--- src/rtl/param_seq_det_pkg.sv ---
// seqdet_pkg: FSM state encoding and reset configuration for param_seq_det
package seqdet_pkg;
  typedef enum logic [1:0] {FILL, SEARCH, HIT} state_e;
  localparam logic [3:0] RST_PATTERN = 4'b0110;
  localparam int         RST_LEN     = 4;
  localparam logic       RST_OVERLAP = 1'b1;
endpackage

--- src/rtl/param_seq_det_if.sv ---
// param_seq_det_if: serial data, configuration and result bundle of param_seq_det
interface param_seq_det_if #(
  parameter int MAX_LEN = 8,
  parameter int CNT_W   = 16
) ();
  localparam int LW = $clog2(MAX_LEN + 1);
  logic               en;
  logic               data_in;
  logic               cfg_load;
  logic [MAX_LEN-1:0] pattern;
  logic [LW-1:0]      pat_len;
  logic               overlap;
  logic               clr_cnt;
  logic               data_out;
  logic               cfg_err;
  logic [CNT_W-1:0]   match_cnt;
  modport master (
    output en, data_in, cfg_load, pattern, pat_len, overlap, clr_cnt,
    input  data_out, cfg_err, match_cnt
  );
  modport slave (
    input  en, data_in, cfg_load, pattern, pat_len, overlap, clr_cnt,
    output data_out, cfg_err, match_cnt
  );
endinterface

--- src/rtl/param_seq_det_sat_counter.sv ---
// sat_counter: saturating up-counter with synchronous clear that beats increment
module sat_counter #(
  parameter int CNT_W = 16
) (
  input  logic             clk,
  input  logic             rst,
  input  logic             inc,
  input  logic             clr,
  output logic [CNT_W-1:0] cnt
);
  logic [CNT_W-1:0] cnt_q, cnt_d;
  // clear first, otherwise count up and stick at all-ones
  always_comb cnt_d = clr ? '0 : (inc && !(&cnt_q)) ? cnt_q + CNT_W'(1) : cnt_q;
  // counter register, active-low synchronous reset
  always_ff @(posedge clk) begin
    if (!rst) cnt_q <= '0;
    else cnt_q <= cnt_d;
  end
  assign cnt = cnt_q;
endmodule

--- src/rtl/param_seq_det.sv ---
// param_seq_det: configurable serial pattern detector; SEQDET_MATCH_CNT_EN builds in the match counter
module param_seq_det
  import seqdet_pkg::*;
#(
  parameter int MAX_LEN = 8,
  parameter int CNT_W   = 16
) (
  input logic            clk,
  input logic            rst,
  param_seq_det_if.slave bus
);
  localparam int LW = $clog2(MAX_LEN + 1);
  state_e             state_q, state_d;
  logic [MAX_LEN-1:0] hist_q, hist_d, pattern_q, pattern_d;
  logic [MAX_LEN-1:0] mask, hist_base, hist_sh;
  logic [LW-1:0]      fill_q, fill_d, len_q, len_d, fill_base, fill_sh;
  logic               overlap_q, overlap_d;
  logic               cfg_err, drop, match, hit;
  assign cfg_err = (len_q == '0) || (int'(len_q) > MAX_LEN);
  // low len_q bits of the history take part in the comparison
  always_comb begin
    mask = '0;
    for (int i = 0; i < MAX_LEN; i++) mask[i] = (i < int'(len_q));
  end
  // shift candidate: non-overlapping mode restarts from an empty history after a hit
  always_comb begin
    drop      = (state_q == HIT) && !overlap_q;
    hist_base = drop ? '0 : hist_q;
    fill_base = drop ? '0 : fill_q;
    hist_sh   = {hist_base[MAX_LEN-2:0], bus.data_in};
    fill_sh   = (fill_base < len_q) ? fill_base + LW'(1) : fill_base;
    match     = !cfg_err && (fill_sh >= len_q) && (((hist_sh ^ pattern_q) & mask) == '0);
    hit       = bus.en && !bus.cfg_load && match;
  end
  // next state: a load wins over data, an illegal config parks the FSM in FILL
  always_comb begin
    state_d   = state_q;
    hist_d    = hist_q;
    fill_d    = fill_q;
    pattern_d = pattern_q;
    len_d     = len_q;
    overlap_d = overlap_q;
    if (bus.cfg_load) begin
      pattern_d = bus.pattern;
      len_d     = bus.pat_len;
      overlap_d = bus.overlap;
      hist_d    = '0;
      fill_d    = '0;
      state_d   = FILL;
    end else if (cfg_err) begin
      state_d = FILL;
    end else if (bus.en) begin
      hist_d  = hist_sh;
      fill_d  = fill_sh;
      state_d = match ? HIT : (fill_sh >= len_q) ? SEARCH : FILL;
    end
  end
  // state and shadow configuration registers, active-low synchronous reset
  always_ff @(posedge clk) begin
    if (!rst) begin
      state_q   <= FILL;
      hist_q    <= '0;
      fill_q    <= '0;
      pattern_q <= MAX_LEN'(RST_PATTERN);
      len_q     <= LW'(RST_LEN);
      overlap_q <= RST_OVERLAP;
    end else begin
      state_q   <= state_d;
      hist_q    <= hist_d;
      fill_q    <= fill_d;
      pattern_q <= pattern_d;
      len_q     <= len_d;
      overlap_q <= overlap_d;
    end
  end
  assign bus.data_out = (state_q == HIT);
  assign bus.cfg_err  = cfg_err;
`ifdef SEQDET_MATCH_CNT_EN
  sat_counter #(.CNT_W(CNT_W)) u_cnt (
    .clk(clk),
    .rst(rst),
    .inc(hit),
    .clr(bus.clr_cnt),
    .cnt(bus.match_cnt)
  );
`else
  logic unused_cnt;
  assign unused_cnt    = ^{bus.clr_cnt, hit};
  assign bus.match_cnt = {CNT_W{1'b0}};
`endif
endmodule

--- src/flat_wrapper.sv ---
// flat-port wrapper written by rule: the top's interface ports become plain ports
module param_seq_det_flat import seqdet_pkg::*;
#(
  parameter int MAX_LEN = 8,
  parameter int CNT_W   = 16
)
  (clk, rst, bus_en, bus_data_in, bus_cfg_load, bus_pattern, bus_pat_len, bus_overlap, bus_clr_cnt, bus_data_out, bus_cfg_err, bus_match_cnt);
  param_seq_det_if #(.MAX_LEN(MAX_LEN), .CNT_W(CNT_W)) bus_i ();
  input logic clk;
  input logic rst;
  input wire logic [$bits(bus_i.en)-1:0] bus_en;
  input wire logic [$bits(bus_i.data_in)-1:0] bus_data_in;
  input wire logic [$bits(bus_i.cfg_load)-1:0] bus_cfg_load;
  input wire logic [$bits(bus_i.pattern)-1:0] bus_pattern;
  input wire logic [$bits(bus_i.pat_len)-1:0] bus_pat_len;
  input wire logic [$bits(bus_i.overlap)-1:0] bus_overlap;
  input wire logic [$bits(bus_i.clr_cnt)-1:0] bus_clr_cnt;
  output wire logic [$bits(bus_i.data_out)-1:0] bus_data_out;
  output wire logic [$bits(bus_i.cfg_err)-1:0] bus_cfg_err;
  output wire logic [$bits(bus_i.match_cnt)-1:0] bus_match_cnt;
  assign bus_i.en = bus_en;
  assign bus_i.data_in = bus_data_in;
  assign bus_i.cfg_load = bus_cfg_load;
  assign bus_i.pattern = bus_pattern;
  assign bus_i.pat_len = bus_pat_len;
  assign bus_i.overlap = bus_overlap;
  assign bus_i.clr_cnt = bus_clr_cnt;
  assign bus_data_out = bus_i.data_out;
  assign bus_cfg_err = bus_i.cfg_err;
  assign bus_match_cnt = bus_i.match_cnt;
  param_seq_det #(.MAX_LEN(MAX_LEN), .CNT_W(CNT_W)) u_core (.clk(clk), .rst(rst), .bus(bus_i));
endmodule
--- config.mk ---
export PLATFORM = sky130hd
export DESIGN_NAME = param_seq_det_flat
export DESIGN_NICKNAME = d
export VERILOG_FILES = /design/src/rtl/param_seq_det_pkg.sv /design/src/rtl/param_seq_det_if.sv /design/src/rtl/param_seq_det_sat_counter.sv /design/src/rtl/param_seq_det.sv /design/src/flat_wrapper.sv
export SDC_FILE = /design/constraint.sdc
export NUM_CORES = 1
export LEC_CHECK = 0
export ABC_AREA = 0
export BUFFER_PORTS_ARGS = -buffer_cell sky130_fd_sc_hd__buf_2
export CAP_MARGIN = 20
export CORE_MARGIN = 8
export CORE_UTILIZATION = 25
export CTS_CLUSTER_SIZE = 30
export DETAILED_ROUTE_END_ITERATION = 8
export PLACE_DENSITY = 0.4
export RECOVER_POWER = 50
export SYNTH_ARGS = -nofsm -noshare
export SYNTH_HDL_FRONTEND = slang
export SYNTH_SLANG_ARGS = --single-unit
--- constraint.sdc ---
create_clock -name clk -period 3.5 [get_ports clk]
set_input_delay 0 -clock clk [delete_from_list [all_inputs] [get_ports clk]]
set_output_delay 0 -clock clk [all_outputs]
set_load 0.02 [all_outputs]
==> flow_results.xml, run 1 <==
<?xml version="1.0" encoding="UTF-8"?>
<metrics>
  <group name="worst_setup_path">
    <metric name="cp_num_buf_inv" unit="">0</metric>
    <metric name="crit_chain" unit="">or3b_1 -&gt; and2_1 -&gt; ha_1 -&gt; a41oi_1 -&gt; o21a_2 -&gt; mux2_2 -&gt; ha_1 -&gt; a2111oi_1 -&gt; a21oi_1 -&gt; and3_1 -&gt; a32o_1</metric>
    <metric name="crit_path_frequent_cell" unit="">sky130_fd_sc_hd__ha_1</metric>
    <metric name="cp_slowest_stage_delay" unit="ns">0.36</metric>
    <metric name="r2r_slack" unit="ns">0.29</metric>
    <metric name="timing.setup.critical_path_class" unit="">reg -&gt; reg</metric>
    <metric name="critPathRequiredTime" unit="ns">3.68</metric>
    <metric name="worstPathArrival" unit="ns">3.39</metric>
    <metric name="timing.critical_path.fanout_max" unit="">7</metric>
    <metric name="cp_slowest_cell" unit="">sky130_fd_sc_hd__or3b_1</metric>
    <metric name="worst_setup_path_end_kind" unit="">register</metric>
    <metric name="crit_family" unit="">compound AO/OA/AOI/OAI gates</metric>
    <metric name="startpoint_type" unit="">register</metric>
  </group>
  <group name="place">
    <metric name="placed_area" unit="sq mm">0.001782</metric>
    <metric name="place_worst_setup_slack" unit="ns">0.1846</metric>
    <metric name="gp_congestion" unit="">0.7274</metric>
    <metric name="placed_cells_incl_taps" unit="">291</metric>
    <metric name="dpl.hpwl" unit="mm">3.093</metric>
    <metric name="io_buffers" unit="">19</metric>
  </group>
  <group name="run_status">
    <metric name="outcome" unit="">completed</metric>
  </group>
  <group name="yosys">
    <metric name="yosys.area.top_type_share" unit="">0.3118</metric>
    <metric name="synthArstFlopShare" unit="">0</metric>
    <metric name="synth.lib_cells_used.distinct" unit="">44</metric>
    <metric name="post_synth_instance_area" unit="sq mm">0.001669</metric>
    <metric name="synth-seq-cells" unit="">26</metric>
    <metric name="count_of_flip_flops_with_a_built_in_enable_after_synthesis" unit="">0</metric>
    <metric name="postSynthAreaPerCell" unit="sq um">8.304</metric>
    <metric name="share_of_synthesized_cell_area_in_full_adder_half_adder_and_majority_cells" unit="">0.05097</metric>
    <metric name="yosys.area.top_type" unit="">sky130_fd_sc_hd__dfxtp_1</metric>
    <metric name="netlist_instances" unit="">201</metric>
    <metric name="synth-compound-area-share" unit="">0.1687</metric>
    <metric name="postSynth.topFlopCell" unit="">sky130_fd_sc_hd__dfxtp_1</metric>
    <metric name="synthTopCellsByArea" unit="">sky130_fd_sc_hd__dfxtp_1 (31%), sky130_fd_sc_hd__mux2i_1 (7.2%), sky130_fd_sc_hd__buf_4 (7.2%), sky130_fd_sc_hd__nor2b_1 (6.7%), sky130_fd_sc_hd__nand2_1 (4.9%)</metric>
    <metric name="synthesis.yosys.warnings" unit="">0</metric>
    <metric name="yosys.area_share.simple" unit="">0.2264</metric>
    <metric name="seq_area_frac_synth" unit="">0.3118</metric>
    <metric name="synth_top_family_by_area" unit="">simple AND/OR/NAND/NOR gates</metric>
    <metric name="yosys-mux-area-fraction" unit="">0.07871</metric>
    <metric name="post_synth_xor_area_fraction" unit="">0.04198</metric>
  </group>
  <group name="route">
    <metric name="drc_viols" unit="">0</metric>
    <metric name="wire_per_inst" unit="um">13.67</metric>
    <metric name="1st_iter_drt_viols" unit="">54</metric>
    <metric name="detailroute.via_count" unit="">1422</metric>
    <metric name="drt.antenna.violating_nets" unit="">0</metric>
    <metric name="vias_per_cell" unit="">4.587</metric>
    <metric name="drt_first_pass_iters" unit="">4</metric>
    <metric name="drt-total-wl" unit="mm">4.239</metric>
  </group>
  <group name="finish">
    <metric name="final_area" unit="sq mm">0.001993</metric>
    <metric name="area.growth.synth_to_final" unit="%">19.42</metric>
    <metric name="layout-drive-gt1-share" unit="">0.1245</metric>
    <metric name="layout.cells.non_filler" unit="">310</metric>
    <metric name="final_common_cell" unit="">sky130_fd_sc_hd__dfxtp_1</metric>
    <metric name="diodes" unit="">0</metric>
    <metric name="design.final.nets" unit="">259</metric>
    <metric name="fin_util" unit="">0.3103</metric>
    <metric name="layout.cells.most_common_list" unit="">sky130_fd_sc_hd__dfxtp_1 (26), sky130_fd_sc_hd__nand2_1 (22), sky130_fd_sc_hd__nor2b_1 (18), sky130_fd_sc_hd__buf_2 (18), sky130_fd_sc_hd__conb_1 (16)</metric>
  </group>
  <group name="sta">
    <metric name="tightestPinTransition" unit="ns">0.7409</metric>
    <metric name="whs" unit="ns">0.01302</metric>
    <metric name="achievable-frequency" unit="MHz">311.1</metric>
    <metric name="maxSlewViolCount" unit="">0</metric>
    <metric name="min_period" unit="ns">3.214</metric>
    <metric name="finClkSkew" unit="ns">0.003672</metric>
    <metric name="max_slew_margin" unit="">0.5042</metric>
    <metric name="number_of_failing_hold_endpoints_at_the_final_stage" unit="">0</metric>
    <metric name="setup_ws" unit="ns">0.2857</metric>
    <metric name="post-route-period-util" unit="">0.9184</metric>
    <metric name="setup_viol" unit="">0</metric>
    <metric name="fin_setup_tns" unit="ns">0</metric>
    <metric name="rsz_0062_raised_after_global_routing" unit="">false</metric>
  </group>
  <group name="job">
    <metric name="total_of_max_cap_violations" unit="">0</metric>
  </group>
  <group name="global_routing">
    <metric name="grt-ovfl-total" unit="">0</metric>
    <metric name="grt_antenna_before_repair" unit="">0</metric>
    <metric name="track_usage" unit="">0.08945</metric>
    <metric name="grt_first_pass_wirelength" unit="mm">6.989</metric>
    <metric name="grt_pass1_vias" unit="">1395</metric>
    <metric name="pin_count_of_the_biggest_net_entering_global_routing" unit="">19</metric>
  </group>
  <group name="pwr">
    <metric name="power_per_cell_area" unit="mW/mm^2">352.3</metric>
    <metric name="clkPwrFrac" unit="">0.368</metric>
    <metric name="sequentialPowerShare" unit="">0.450</metric>
    <metric name="static-leakage-power" unit="nW">0.8338</metric>
    <metric name="ir_drop" unit="mV">0.2174</metric>
    <metric name="p_sw_frac" unit="">0.2701</metric>
    <metric name="total_switching_power" unit="mW">0.1897</metric>
    <metric name="fraction_of_power_consumed_by_combinational_cells" unit="">0.182</metric>
    <metric name="intPower" unit="mW">0.5125</metric>
    <metric name="total_power" unit="mW">0.7021</metric>
  </group>
  <group name="clock_tree">
    <metric name="cts-buffers-inserted" unit="">3</metric>
    <metric name="clk_slew_on_worst_s_h_paths" unit="ns">0.10</metric>
    <metric name="cts_tree" unit="">built</metric>
    <metric name="cts.path.max_buffers" unit="">2</metric>
    <metric name="clock_latency" unit="ns">0.28</metric>
    <metric name="clock_tree.root_cell" unit="">sky130_fd_sc_hd__clkbuf_8</metric>
    <metric name="number_of_buffers_added_for_setup_after_cts" unit="">0</metric>
    <metric name="clock-sinks" unit="">26</metric>
    <metric name="level_count_of_the_clock_h_tree" unit="">1</metric>
  </group>
  <group name="floorplanning">
    <metric name="ioPinCount" unit="">37</metric>
    <metric name="initial_core_utilization" unit="">0.2599</metric>
    <metric name="die_height" unit="um">97.71</metric>
    <metric name="placeableCoreArea" unit="sq mm">0.006422</metric>
    <metric name="die_width" unit="um">97.71</metric>
    <metric name="die-area" unit="sq mm">0.009547</metric>
    <metric name="rows" unit="">29</metric>
  </group>
  <group name="worst_hold_path">
    <metric name="worst_hold_path_type" unit="">in -&gt; reg</metric>
  </group>
</metrics>
cells in the mapped netlist (all sizes together) (2+ instances only):
cell type  number
nand4           2
buf            19
and3            2
xnor2           6
a22oi           2
dfxtp          26
inv             7
nand2          22
o21ai          10
mux2i          12
nor2           10
ha              6
a221oi          4
nand3           9
xor2            2
a21oi          11
and2b           4
nand2b          2
clkbuf          7
nor2b          18
and2            2
state kept, by name, summed over array words and instances (netlist names):
signal            count
u_core.len_q          4
u_core.state_q        2
u_core.fill_q         4
u_core.overlap_q      1
u_core.pattern_q      8
u_core.hist_q         7
power by group through the flow:
stage          clock, mW  sequential [mW]  combinational (mW)
4_1_cts            0.266            0.317               0.129
5_1_grt            0.278            0.319               0.143
6_report           0.258            0.316               0.128
2_1_floorplan          0            0.320              0.0988
3_5_place_dp           0            0.323               0.116
3_3_place_gp           0            0.323               0.116
kinds of logic (layout without fill, tap and decap cells):
family / Yosys count / count (layout)
flops: 26 / 26
mux: 13 / 13
buf+inv: 33 / 50
xor+xnor: 8 / 8
simple gates: 73 / 73
other cells: 1 / 16
fa+ha+maj: 7 / 7
compound gates: 40 / 40
routing by layer:
layer,vias up,GRT usage,wire [um]
met1,657,0.1133,2091
li1,726,-,-
met5,-,0,0
met4,0,0.01439,25
met3,2,0.02937,206
met2,37,0.1455,1915
area by class of cell:
class | instances | area, sq um
clock buffers | 3 | 41.29
clock inverters | 1 | 30.03
fillers | 698 | 4429
inverters | 7 | 26.28
multi-input cells | 157 | 1008
flip-flops and latches | 26 | 520.5
well taps | 77 | 96.34
repair buffers | 39 | 270.3
repair_timing:
item / 4_1_cts / 5_1_grt
endpoints found under the hold margin: 15 / 0
gates resized for setup: 0 / 2
endpoints found under the setup margin: 0 / 2
hold buffers: 15 / 0
path summary, 6_finish.rpt:
| path | to | startpoint | depth (start not counted) |
|---|---|---|---|
| worst min register to register | u_core.hist_q[1]$_SDFFE_PP0P_ | u_core.hist_q[1]$_SDFFE_PP0P_ | 2 |
| worst max register to register | u_core.state_q[0]$_SDFFE_PP0P_ | u_core.state_q[1]$_SDFFE_PP0P_ | 11 |
| worst max-delay path | u_core.state_q[0]$_SDFFE_PP0P_ | u_core.state_q[1]$_SDFFE_PP0P_ | 11 |
| worst min-delay path | u_core.pattern_q[2]$_SDFFE_PN1P_ | rst | 2 |
Note: power is estimated with default switching activity, not from simulation.
==> run 2, diff against run 1 <==
ABC_AREA = 1   (was 0)
PLACE_DENSITY = 0.41   (was 0.4)
==> run 2 against run 1 <==
  * Die area shrank 3.5%
  * Power shrank 5.5%
  * Largest power group unchanged
  * Utilization shrank 2.0 points
  * Final area shrank 8.5%
  * Hold slack lost 0.0021 ns
  * Register-to-register slack gained 0.34 ns
  * First-iteration DRC count shrank 39%
  * Flip-flop and latch count is the same
  * Critical endpoint unchanged
  * Non-clock buffer count shrank 11
  * Routed wire length shrank 7.9%
  * Setup slack gained 0.34 ns
==> flow_results.xml, run 2 <==
<?xml version="1.0" encoding="UTF-8"?>
<metrics>
  <group name="worst_setup_path">
    <metric name="cp_slowest_stage_delay" unit="ns">0.40</metric>
    <metric name="cp_num_buf_inv" unit="">3</metric>
    <metric name="crit_path_frequent_cell" unit="">sky130_fd_sc_hd__nor2_1</metric>
    <metric name="worstPathArrival" unit="ns">3.04</metric>
    <metric name="startpoint_type" unit="">register</metric>
    <metric name="cp_slowest_cell" unit="">sky130_fd_sc_hd__dfxtp_1</metric>
    <metric name="timing.critical_path.fanout_max" unit="">18</metric>
    <metric name="worst_setup_path_end_kind" unit="">register</metric>
    <metric name="critPathRequiredTime" unit="ns">3.67</metric>
    <metric name="timing.setup.critical_path_class" unit="">reg -&gt; reg</metric>
    <metric name="crit_family" unit="">simple AND/OR/NAND/NOR gates</metric>
    <metric name="crit_chain" unit="">nand3_4 -&gt; nand2_1 -&gt; inv_1 -&gt; ha_1 -&gt; a31o_2 -&gt; inv_2 -&gt; nand2_2 -&gt; nand2_1 -&gt; nand2_1 -&gt; ha_1 -&gt; inv_1 -&gt; nor2_1 -&gt; nor2_1 -&gt; o21ai_0 -&gt; nor2_1 -&gt; nor2_1 -&gt; nand3_1 -&gt; nand3_1 -&gt; a21oi_1</metric>
  </group>
  <group name="global_routing">
    <metric name="track_usage" unit="">0.08861</metric>
    <metric name="grt_first_pass_wirelength" unit="mm">6.465</metric>
    <metric name="grt-ovfl-total" unit="">0</metric>
    <metric name="pin_count_of_the_biggest_net_entering_global_routing" unit="">22</metric>
    <metric name="grt_pass1_vias" unit="">1344</metric>
    <metric name="grt_antenna_before_repair" unit="">0</metric>
  </group>
  <group name="finish">
    <metric name="largest_reg_flops" unit="">8</metric>
    <metric name="area.growth.synth_to_final" unit="%">14.00</metric>
    <metric name="biggestRegsByFlops" unit="">u_core.pattern_q x8, u_core.hist_q x7</metric>
    <metric name="layout-drive-gt1-share" unit="">0.1429</metric>
    <metric name="layout.cells.most_common_list" unit="">sky130_fd_sc_hd__nand2_1 (40), sky130_fd_sc_hd__o21ai_0 (27), sky130_fd_sc_hd__inv_1 (26), sky130_fd_sc_hd__dfxtp_1 (26), sky130_fd_sc_hd__nand3_1 (24)</metric>
    <metric name="final_common_cell" unit="">sky130_fd_sc_hd__nand2_1</metric>
    <metric name="diodes" unit="">0</metric>
    <metric name="max_flop_register" unit="">u_core.pattern_q</metric>
    <metric name="design.final.nets" unit="">286</metric>
  </group>
  <group name="floorplanning">
    <metric name="die_height" unit="um">96.01</metric>
    <metric name="ioPinCount" unit="">37</metric>
    <metric name="die-area" unit="sq mm">0.009217</metric>
    <metric name="die_width" unit="um">96.01</metric>
    <metric name="placeableCoreArea" unit="sq mm">0.006277</metric>
    <metric name="initial_core_utilization" unit="">0.2549</metric>
    <metric name="rows" unit="">29</metric>
  </group>
  <group name="yosys">
    <metric name="netlist_instances" unit="">235</metric>
    <metric name="synth.lib_cells_used.distinct" unit="">29</metric>
    <metric name="seq_area_frac_synth" unit="">0.3253</metric>
    <metric name="postSynthAreaPerCell" unit="sq um">6.810</metric>
    <metric name="count_of_flip_flops_with_a_built_in_enable_after_synthesis" unit="">0</metric>
    <metric name="synth-seq-cells" unit="">26</metric>
    <metric name="synthTopCellsByArea" unit="">sky130_fd_sc_hd__dfxtp_1 (33%), sky130_fd_sc_hd__nand2_1 (9.4%), sky130_fd_sc_hd__o21ai_0 (8.4%), sky130_fd_sc_hd__nand3_1 (7.5%), sky130_fd_sc_hd__buf_4 (7.5%)</metric>
    <metric name="yosys.area.top_type" unit="">sky130_fd_sc_hd__dfxtp_1</metric>
    <metric name="yosys.cell_count.top_type" unit="">sky130_fd_sc_hd__nand2_1</metric>
    <metric name="synthesis.yosys.warnings" unit="">0</metric>
    <metric name="yosys.area.top_type_share" unit="">0.3253</metric>
    <metric name="post_synth_instance_area" unit="sq mm">0.001600</metric>
    <metric name="most_common_library_cells_after_synthesis" unit="">sky130_fd_sc_hd__nand2_1 (40), sky130_fd_sc_hd__o21ai_0 (27), sky130_fd_sc_hd__dfxtp_1 (26), sky130_fd_sc_hd__inv_1 (26), sky130_fd_sc_hd__nand3_1 (24)</metric>
    <metric name="synthArstFlopShare" unit="">0</metric>
    <metric name="postSynth.topFlopCell" unit="">sky130_fd_sc_hd__dfxtp_1</metric>
  </group>
  <group name="route">
    <metric name="vias_per_cell" unit="">4.226</metric>
    <metric name="drc_viols" unit="">0</metric>
    <metric name="drt.antenna.violating_nets" unit="">0</metric>
    <metric name="wire_per_inst" unit="um">11.63</metric>
    <metric name="1st_iter_drt_viols" unit="">33</metric>
    <metric name="drt_first_pass_iters" unit="">4</metric>
    <metric name="detailroute.via_count" unit="">1420</metric>
    <metric name="drt-total-wl" unit="mm">3.906</metric>
  </group>
  <group name="job">
    <metric name="total_of_max_cap_violations" unit="">0</metric>
  </group>
  <group name="sta">
    <metric name="finClkSkew" unit="ns">0.001964</metric>
    <metric name="maxSlewViolCount" unit="">0</metric>
    <metric name="achievable-frequency" unit="MHz">347.4</metric>
    <metric name="max_slew_margin" unit="">0.4031</metric>
    <metric name="setup_viol" unit="">0</metric>
    <metric name="setup_ws" unit="ns">0.6215</metric>
    <metric name="tightestPinTransition" unit="ns">0.8920</metric>
    <metric name="whs" unit="ns">0.01095</metric>
    <metric name="post-route-period-util" unit="">0.8224</metric>
    <metric name="fin_setup_tns" unit="ns">0</metric>
    <metric name="number_of_failing_hold_endpoints_at_the_final_stage" unit="">0</metric>
    <metric name="min_period" unit="ns">2.878</metric>
    <metric name="rsz_0062_raised_after_global_routing" unit="">false</metric>
  </group>
  <group name="pwr">
    <metric name="power_per_cell_area" unit="mW/mm^2">363.9</metric>
    <metric name="ir_drop" unit="mV">0.1238</metric>
    <metric name="static-leakage-power" unit="nW">0.8816</metric>
  </group>
  <group name="clock_tree">
    <metric name="clk_slew_on_worst_s_h_paths" unit="ns">0.09</metric>
    <metric name="clock_tree.root_cell" unit="">sky130_fd_sc_hd__clkbuf_8</metric>
    <metric name="level_count_of_the_clock_h_tree" unit="">1</metric>
    <metric name="cts.path.max_buffers" unit="">2</metric>
    <metric name="cts-buffers-inserted" unit="">3</metric>
    <metric name="number_of_buffers_added_for_setup_after_cts" unit="">0</metric>
    <metric name="cts_tree" unit="">built</metric>
    <metric name="clock-sinks" unit="">26</metric>
    <metric name="clock_latency" unit="ns">0.26</metric>
  </group>
  <group name="place">
    <metric name="io_buffers" unit="">19</metric>
    <metric name="dpl.hpwl" unit="mm">2.894</metric>
    <metric name="place_worst_setup_slack" unit="ns">0.6417</metric>
    <metric name="gp_congestion" unit="">0.7301</metric>
  </group>
  <group name="worst_hold_path">
    <metric name="worst_hold_path_type" unit="">in -&gt; reg</metric>
  </group>
  <group name="run_status">
    <metric name="outcome" unit="">completed</metric>
  </group>
</metrics>
==> run 2: changes by cell type in the layout (fill, tap and decap cells not counted), sizes merged, moves of 12 or more <==
cell,before,now
inv,7,31
nand2,22,45
o21ai,10,29
nor2b,18,0
nand3,9,25
mux2i,12,0
==> run 2: cells by family after synthesis <==
family / share of synthesized area
AO/OA/AOI/OAI: 0.1814
XOR/XNOR: 0.01642
adder cells (fa/ha/maj): 0.04691
buffers and inverters: 0.1704
flip-flops: 0.3253
other: 0.002343
AND/OR/NAND/NOR: 0.2572
==> run 2: area by class of cell <==
class,instances,area [sq um]
fillers,712,4453
multi-input cells,170,863.3
flip-flops and latches,26,520.5
repair buffers,28,182.7
inverters,32,120.1
well taps,77,96.34
clock buffers,3,41.29
==> run 2: tightest hold or removal path: stages <==
cell,delay (ns)
sky130_fd_sc_hd__buf_2,0.07
sky130_fd_sc_hd__o21ai_0,0.07
sky130_fd_sc_hd__a21oi_1,0.10
==> run 2: per-stage QoR <==
step / utilization / instance area, sq um / std cells / total power, mW
3_5_place_dp: 0.2701 / 1695 / 324 / 0.4966
3_3_place_gp: 0.2701 / 1695 / 324 / 0.4970
4_1_cts: 0.2910 / 1827 / 336 / 0.6757
5_1_grt: 0.2906 / 1824 / 336 / 0.7189
6_report: 0.2906 / 1824 / 336 / 0.6638
2_1_floorplan: - / 1657 / 250 / 0.4699
==> run 2: repair_timing <==
action	in CTS	in global routing
endpoints found under the hold margin	9	0
resized for setup	0	0
hold buffers	9	0
==> run 2: per-layer routing <==
layer  GRT usage  wire [um]  up-vias
li1            -          -      781
met1      0.1168       1879      611
met2      0.1447       1849       26
met3     0.01560        159        2
met4     0.02305         17        0
met5           0          0        -
==> run 2: worst paths after layout <==
path,start,slack [ns],endpoint,cells after the start
setup / recovery,u_core.state_q[1]$_SDFFE_PP0P_,0.62,u_core.state_q[0]$_SDFFE_PP0P_,19
hold / removal,bus_pattern[3],0.01,u_core.pattern_q[3]$_SDFFE_PN0P_,3
setup reg to reg,u_core.state_q[1]$_SDFFE_PP0P_,0.62,u_core.state_q[0]$_SDFFE_PP0P_,19
hold reg to reg,u_core.pattern_q[3]$_SDFFE_PN0P_,0.48,u_core.pattern_q[3]$_SDFFE_PN0P_,2
==> run 2: power breakdown <==
part	leakage (nW)	switching (mW)	internal, mW
combinational	0.646	0.109	0.0610
sequential	0.214	0.0122	0.313
clock	0.0216	0.0909	0.0771
total	0.882	0.213	0.451
